--- src/rtl/tl_rx_reassembly.sv ---
// tl_rx_reassembly: gathers DLL beats of one TLP into a single wide word,
// checks framing and the header-declared length, extracts the ECRC DW and
// hands the result to the RX TLP buffer over valid/ready.
module tl_rx_reassembly #(
   parameter int BEAT_DW    = 8,
   parameter int MAX_TLP_DW = 40,
   parameter int CNT_W      = $clog2(MAX_TLP_DW + 1)
) (
   input  logic                    clk,
   input  logic                    arst,
   input  logic [32*BEAT_DW-1:0]   dll_tlp,
   input  logic                    dll_sop,
   input  logic                    dll_eop,
   input  logic                    dll_valid,
   input  logic [3:0]              dll_valid_dw,
   output logic                    dll_halt,
   output logic [32*MAX_TLP_DW-1:0] out_tlp,
   output logic [CNT_W-1:0]        out_len_dw,
   output logic                    out_td,
   output logic [31:0]             out_ecrc,
   output logic                    out_malformed,
   output logic                    out_valid,
   input  logic                    out_ready,
   output logic                    overrun_err
);

   localparam int TLP_W  = 32 * MAX_TLP_DW;
   localparam int LANE_W = (BEAT_DW > 1) ? $clog2(BEAT_DW) : 1;

   typedef enum logic [1:0] {IDLE, COLLECT, HOLD} state_t;

   state_t             state_reg;
   logic [TLP_W-1:0]   tlp_reg;
   logic [11:0]        total_reg;      // unsaturated DW count of the current TLP
   logic               overflow_reg;
   logic [31:0]        last_dw_reg;    // last valid DW of the most recent written beat
   logic [CNT_W-1:0]   len_reg;
   logic               td_reg;
   logic [31:0]        ecrc_reg;
   logic               malformed_reg;
   logic               valid_reg;
   logic               halt_reg;
   logic               overrun_reg;

   logic [31:0]        beat_dw [BEAT_DW];
   logic               accept;
   logic               start;
   logic               cont;
   logic               early_sop;
   logic               wr_en;
   logic               enter_hold;
   logic [3:0]         vdw;
   logic [11:0]        base;
   logic [TLP_W-1:0]   tlp_next;
   logic [11:0]        total_next;
   logic               overflow_next;
   logic [31:0]        last_dw_next;
   logic [11:0]        hdr_len;
   logic [11:0]        expected_dw;
   logic               hdr_td;
   logic               malformed_next;
   logic [CNT_W-1:0]   len_next;

   genvar gi;

   // Split the beat into DWs; beat DW0 sits in the MSBs.
   generate
      for (gi = 0; gi < BEAT_DW; gi++) begin : g_lane
         assign beat_dw[gi] = dll_tlp[32*(BEAT_DW-gi)-1 -: 32];
      end
   endgenerate

   // Beat classification, write pointer and bookkeeping for the next state.
   always_comb begin
      accept     = dll_valid & ~halt_reg;
      vdw        = (dll_valid_dw == 4'd0 || dll_valid_dw > 4'(BEAT_DW)) ? 4'(BEAT_DW) : dll_valid_dw;
      start      = accept & dll_sop & (state_reg == IDLE);
      cont       = accept & ~dll_sop & (state_reg == COLLECT);
      early_sop  = accept & dll_sop & (state_reg == COLLECT);
      wr_en      = start | cont;
      enter_hold = (wr_en & dll_eop) | early_sop;
      base       = start ? 12'd0 : total_reg;
      total_next = wr_en ? (base + {8'd0, vdw}) : total_reg;
      overflow_next = (start ? 1'b0 : overflow_reg) | (wr_en & (total_next > 12'(MAX_TLP_DW)));
      last_dw_next  = wr_en ? beat_dw[LANE_W'(vdw - 4'd1)] : last_dw_reg;
   end

   // Each stored DW either takes a beat lane, clears on a new sop, or holds.
   generate
      for (gi = 0; gi < MAX_TLP_DW; gi++) begin : g_dw
         logic [11:0] off;
         logic        hit;
         assign off = 12'(gi) - base;
         assign hit = wr_en && (12'(gi) >= base) && (off < {8'd0, vdw});
         assign tlp_next[TLP_W-1-32*gi -: 32] =
            hit   ? beat_dw[off[LANE_W-1:0]] :
            start ? 32'd0 : tlp_reg[TLP_W-1-32*gi -: 32];
      end
   endgenerate

   // Header-declared length versus what actually arrived, using the final register image.
   always_comb begin
      hdr_td  = tlp_next[TLP_W-17];
      hdr_len = (tlp_next[TLP_W-23 -: 10] == 10'd0) ? 12'd1024 : {2'd0, tlp_next[TLP_W-23 -: 10]};
      expected_dw = (tlp_next[TLP_W-3] ? 12'd4 : 12'd3)
                  + (tlp_next[TLP_W-2] ? hdr_len : 12'd0)
                  + {11'd0, hdr_td};
      malformed_next = overflow_next | (expected_dw != total_next) | early_sop;
      len_next = (total_next > 12'(MAX_TLP_DW)) ? CNT_W'(MAX_TLP_DW) : total_next[CNT_W-1:0];
   end

   // Control FSM with registered outputs; the datapath registers simply track their next values.
   always_ff @(posedge clk) begin
      if (arst) begin
         state_reg     <= IDLE;
         tlp_reg       <= '0;
         total_reg     <= '0;
         overflow_reg  <= 1'b0;
         last_dw_reg   <= '0;
         len_reg       <= '0;
         td_reg        <= 1'b0;
         ecrc_reg      <= '0;
         malformed_reg <= 1'b0;
         valid_reg     <= 1'b0;
         halt_reg      <= 1'b0;
         overrun_reg   <= 1'b0;
      end else begin
         tlp_reg      <= tlp_next;
         total_reg    <= total_next;
         overflow_reg <= overflow_next;
         last_dw_reg  <= last_dw_next;
         if (dll_valid && halt_reg)
            overrun_reg <= 1'b1;
         case (state_reg)
            IDLE, COLLECT: begin
               if (enter_hold) begin
                  state_reg     <= HOLD;
                  valid_reg     <= 1'b1;
                  halt_reg      <= 1'b1;
                  len_reg       <= len_next;
                  td_reg        <= hdr_td;
                  ecrc_reg      <= hdr_td ? last_dw_next : 32'd0;
                  malformed_reg <= malformed_next;
               end else if (start) begin
                  state_reg <= COLLECT;
               end
            end
            HOLD: begin
               if (out_ready) begin
                  state_reg <= IDLE;
                  valid_reg <= 1'b0;
                  halt_reg  <= 1'b0;
               end
            end
            default: state_reg <= IDLE;
         endcase
      end
   end

   assign dll_halt      = halt_reg;
   assign out_tlp       = tlp_reg;
   assign out_len_dw    = len_reg;
   assign out_td        = td_reg;
   assign out_ecrc      = ecrc_reg;
   assign out_malformed = malformed_reg;
   assign out_valid     = valid_reg;
   assign overrun_err   = overrun_reg;

endmodule

--- config.mk ---
export PLATFORM = sky130hd
export DESIGN_NAME = tl_rx_reassembly
export DESIGN_NICKNAME = d
export VERILOG_FILES = /design/src/rtl/tl_rx_reassembly.sv
export SDC_FILE = /design/constraint.sdc
export NUM_CORES = 2
export LEC_CHECK = 0
export ABC_CLOCK_PERIOD_IN_PS = 10500
export CAP_MARGIN = 20
export CORE_AREA = 2 2 621 623
export DETAILED_ROUTE_END_ITERATION = 12
export DIE_AREA = 0 0 623 625
export PLACE_DENSITY = 0.46
export SYNTH_ARGS = -nofsm -noshare
export SYNTH_HDL_FRONTEND = slang
export SYNTH_SLANG_ARGS = --single-unit
--- constraint.sdc ---
create_clock -name clk -period 10.5 [get_ports clk]
set_clock_uncertainty 0.05 [all_clocks]
set_input_delay 1.575 -clock clk [delete_from_list [all_inputs] [get_ports clk]]
set_output_delay 1.575 -clock clk [all_outputs]
set_load 0.03 [all_outputs]
Yosys cells after proc, flatten, opt, wreduce, memory -nomap -nowiden
Index checks and enable logic that the tools add are counted.
- register bits after elaboration: 1369
- input port bits: 266
- output and inout bits: 1323
- logic and storage cells: 592
- add/sub/neg operators: 44
- order comparisons: 123
- equal/unequal tests: 6
- multiplexer cells: 182
- bitwise operators: 56
- reductions and logical operators: 130
- operator list (kind ; number):
    $mux 32 ; 126
    $bmux 32 s3 ; 41
    $lt 12x4->1 ; 40
    $ge 5x12->1 const A ; 16
    $sub 5x12->12 const A ; 16
    $ge 4x4->1 const B ; 41
    $not 3->4 ; 41
    $ge 4x12->1 const A ; 8
    $ge 6x12->1 const A ; 8
    $sub 4x12->12 const A ; 8
    $sub 6x12->12 const A ; 8
    $reduce_bool 2->1 ; 41
    $logic_and 1x1->1 ; 81
    $ge 3x12->1 const A ; 4
    $sub 3x12->12 const A ; 4
    $ge 1x12->1 const A ; 2
    $ge 2x12->1 const A ; 2
    $mux 12 ; 2
    $sub 1x12->12 const A ; 2
    $sub 2x12->12 const A ; 2
    $mux 11 ; 2
    $add 12x1->12 ; 1
    $add 12x4->12 ; 1
    $add 3x11->12 ; 1
    25 further kinds ; 43

Longest topological paths before layout
- word-level depth: 19
- mapped depth: 39

Least setup slack after synthesis
No wires, ideal clock.
- kind: input to register
- from: input port dll_valid
- to: register malformed_reg, in the netlist out_malformed
- setup time: 0.130 ns
- data arrival time: 8.643 ns
- data required time: 10.320 ns
- path slack: 1.677 ns
- stages: 36
- path buffers: 12
- cells stage by stage: nor3b_4 -> a21oi_4 -> inv_2 -> buf_2 -> buf_2 -> buf_2 -> clkbuf_1 -> buf_2 -> buf_2 -> ha_1 -> clkbuf_1 -> xnor2_1 -> inv_2 -> buf_2 -> buf_2 -> ha_1 -> a21o_1 -> a31oi_1 -> nand3_1 -> or3_1 -> buf_2 -> clkbuf_1 -> clkbuf_1 -> nand3_1 -> o21a_1 -> inv_1 -> fa_1 -> nor2b_1 -> o21ai_0 -> nor2b_1 -> or3_1 -> a211oi_1 -> mux2i_1 -> xnor2_1 -> a211oi_1 -> a21oi_1
- elaborated cells on any way between the ends: 37
- those cells by class: 4 x add/sub; 3 x order compare; 1 x eq/ne; 11 x mux; 14 x bitwise; 4 x reduce/logical
- RTL lines (item ; line ; RTL):
    from (decl) ; 14 ; input logic dll_valid,
    $and 1x1->1 * ; 75 ; accept = dll_valid & ~halt_reg;
    branches (longest 8 deep; another with $sub 1x12->12) ; n/a ;
    $mux 32 * ; 96 ; hit ? beat_dw[off[LANE_W-1:0]] :
    named net tlp_next[1277] ; 54 ; logic [TLP_W-1:0] tlp_next;
    $mux 3 * ; 105 ; expected_dw = (tlp_next[TLP_W-3] ? 12'd4 : 12'd3)
    $add 3x11->12 * ; 106 ; + (tlp_next[TLP_W-2] ? hdr_len : 12'd0)
    $add 12x1->12 * ; 107 ; + {11'd0, hdr_td};
    $ne 12x12->1 * ; 108 ; malformed_next = overflow_next | (expected_dw != total_next) | early_sop;
    $or 1x1->1 * (2 in series) ; 108 ;
    to (signal assigned) ; 143 ; malformed_reg <= malformed_next;
    to (decl) ; 40 ; logic malformed_reg;
Mark *: on every way through the listed nets, which the timed path passes. The select of a mux whose other input is x is not followed.
A chain may end at the register's enable or synchronous reset.

Final worst setup path
- from: input port dll_valid
- to: register malformed_reg, in the netlist out_malformed
- cells in the longest elaborated chain, start to end: 18
- elaborated cells on any way between the ends: 37
- those cells by class: 4 x add/sub; 3 x order compare; 1 x eq/ne; 11 x mux; 14 x bitwise; 4 x reduce/logical
- RTL lines (item ; line):
    $and 1x1->1 * ; 75
    branches (longest 17 deep; another with $sub 1x12->12) ; n/a
Every way passes the cells marked *. The select of a mux whose other input is x is not followed.

==> metrics.yaml <==
sta:
  tightest_slew_ps: 1210
  period_minus_slack_ps: 8040
  rsz0062_at_grt: "false"
  period_share: 0.766
  setup_slack_ps: 2460
  clock.fmax_mhz: 124
  setup_viol: 0
  setup_tns_ps: 0
  maxSlewHeadroom: 0.168
  drv_slew: 0
  final-hold-violation-count: 0
  whs_ps: 410
finish:
  final_cell_mix: "1587 x clkdlybuf4s50_1, 1539 x nand2_1, 1430 x nor2_1"
  layout-drive-gt1-share: 0.109
  syn_to_final_growth_pct: 43.5
  final_nets: 10500
  largest_reg_flops: 1280
  finalInstanceArea_um2: 96200
  final_common_cell: "clkdlybuf4s50_1"
routing:
  drc_errors: 0
  drt-initial-drc-count: 6809
  wirelength_um: 496000
  antenna_left: 0
  vias: 73600
  drtPass1Iterations: 6
  vias_per_cell: 4.75
  wire_per_inst_um: 32.0
worst_setup_path:
  rrSetupSlack_ps: 3250
  cp_max_fo: 53
  worstReg2RegEnd: "out_malformed"
  arrival_ps: 8760
  r2r_cells: 26
  startpoint_type: "input pin"
  required_ps: 11220
  crit_type: "input pin to register"
  rr_startpoint: "total_reg[0]"
  end_kind: "register"
cts:
  cts-resized-gates: 0
  cts_buffers: 180
  cts_tree: "done"
  path_clk_slew_ps: 60
  cts.sinks: 1369
  postCtsSetupBuffers: 0
  clock_path_buffers: 4
  cts_root_buffer: "clkbuf_16"
  cts_hold_buffers: 0
  ctsHtreeMaxLevel: 4
  clock_latency_ps: 910
status:
  status: "complete, no violations"
yosys:
  syn-instance-count: 8949
  yosysTopAreaCellShare: 0.409
  netlist_area_um2: 67100
  muxShareOfSynthArea: 0.0935
  synth_top_family_by_area: "simple AND/OR/NAND/NOR gates"
  yosys_warnings: 0
  synth-main-ff-cell: "dfxtp_1"
  synth-simple-area-share: 0.282
  yosysSeqAreaShare: 0.409
  syn-mean-instance-area_um2: 7.49
  synthTopCellsByArea: "dfxtp_1 41%, nand2_1 8.6%, nor2_1 8.3%"
  synth_fa_ha_area_frac: 0.0114
  syn_nets: 9273
  async_flop_share: 0
  synth_edf_count: 0
  ys_ff_latch: 1369
  synth_xor_area_frac: 0.00677
  synthDistinctLibCells: 88
  synth_compound_area_frac: 0.148
  synth_top_area_cell: "dfxtp_1"
pwr:
  swShare: 0.367
  leakage_uw: 0.0336
  switching_power_uw: 6130
  ir_drop_uv: 118
  seqPwrFrac: 0.327
  combPwrFrac: 0.269
  p_clk_frac: 0.404
  power_density_nw_per_um2: 173
  p_int_uw: 10600
place:
  place_area_um2: 89700
  dp_slack_ps: 1640
  io_buffer_count: 1588
  gp_congestion: 0.985
  hpwl_um: 373000
grt:
  grt_overflow_total: 0
  grt_pass1_vias: 67500
  grt_max_degree: 190
  grt_pass1_wl_um: 645000
  grt_usage: 0.242
  antenna_found_initial: 165
hold_path:
  hp-start: "out_tlp[377]"
  min_path_type: "register to register"
  hold_depth: 2
  holdPathEnd: "out_tlp[377]"
die:
  fp.dieH_um: 625
  die_x_um: 623
  io_pins: 1589
  rows: 228
  core-area_um2: 384000
  die_area_um2: 389000
  start_util: 0.175
job:
  cap_violations: 0
[how the worst max path moves through the flow]
stage / start / end / slack (ps)
floorplan: dll_valid / out_malformed / 1680
global placement: dll_valid / out_malformed / 1630
detailed placement: dll_valid / out_malformed / 1640
CTS: dll_valid / out_malformed / 2570
global route: dll_valid / out_malformed / 2200
finish: dll_valid / out_malformed / 2460
[power by group through the flow]
stage                     Clock (µW)  Sequential [µW]  Combinational (µW)
final                           6750             5460                4490
after floorplan                    0             5850                1570
after CTS                       6930             5450                4570
after detailed placement           0             5570                4560
after global placement             0             5560                4560
after global routing            7110             5470                4700
[logic make-up after synthesis]
group	count (synthesis)
flip-flops	1369
AND/OR/NAND/NOR	4437
multiplexers	471
adder cells (fa/ha/maj)	59
AO/OA/AOI/OAI	1692
buffers and inverters	870
XOR/XNOR	51
[cells in the mapped netlist (12+ instances only)]
| master | count |
|---|---|
| or2_0 | 27 |
| nor4_1 | 19 |
| nand2b_1 | 91 |
| o22ai_1 | 15 |
| o21a_1 | 15 |
| ha_1 | 54 |
| mux2_2 | 179 |
| o2111ai_1 | 12 |
| o21ai_0 | 153 |
| nand4_1 | 39 |
| mux4_2 | 106 |
| buf_1 | 106 |
| nor2_1 | 1487 |
| a31oi_1 | 471 |
| nand3_1 | 1070 |
| and3_1 | 15 |
| a22o_1 | 33 |
| a21oi_1 | 798 |
| a21o_1 | 18 |
| o211ai_1 | 23 |
| a211oi_1 | 47 |
| xnor2_1 | 45 |
| inv_1 | 37 |
| or3_1 | 12 |
| nor3_1 | 45 |
| dfxtp_1 | 1369 |
| nand2_1 | 1541 |
| nor2b_1 | 26 |
| buf_2 | 61 |
| mux2i_1 | 184 |
| clkbuf_1 | 649 |
[routing by layer]
| metal | track usage | part of all wire | up-vias |
|---|---|---|---|
| met1 | 0.288 | 0.40 | 36000 |
| met4 | 0.140 | 0.063 | 24 |
| li1 | - | - | 33500 |
| met5 | 0 | 0.00033 | - |
| met3 | 0.0571 | 0.073 | 820 |
| met2 | 0.397 | 0.47 | 3329 |
[area by class of cell]
cell class / instances / area [µm²]
well taps: 5060 / 6330
repair buffers: 1905 / 18400
multi-input cells: 6710 / 37400
diodes: 81 / 203
flip-flops and latches: 1369 / 27400
inverters: 47 / 195
clock inverters: 61 / 935
fillers: 42200 / 287000
clock buffers: 256 / 5370
[metrics by stage]
step	power, µW	utilization	instances
floorplan	7410	-	8949
global placement	10100	0.234	15100
detailed placement	10100	0.234	15100
CTS	17000	0.250	15400
global route	17300	0.251	15500
finish	16700	0.251	15500
[critical path: stages]
cell             delay (ps)
clkdlybuf4s50_1         670
or3b_1                  550
buf_4                   280
o21ai_4                 340
inv_8                   210
ha_4                    530
ha_1                    290
a21o_1                  210
a31oi_1                 350
nand3_1                 170
or3_2                   610
buf_4                   240
mux2_2                  370
nor2_1                  240
ha_1                    270
nor2b_1                 120
o21ai_0                 230
nor2b_1                 310
a211oi_1                 90
mux2i_1                 190
xor2_1                  210
mux2i_1                 100
a21o_1                  200
a211oi_1                240
a21oi_1                 110
No activity file was read; power rests on OpenSTA's default activity.
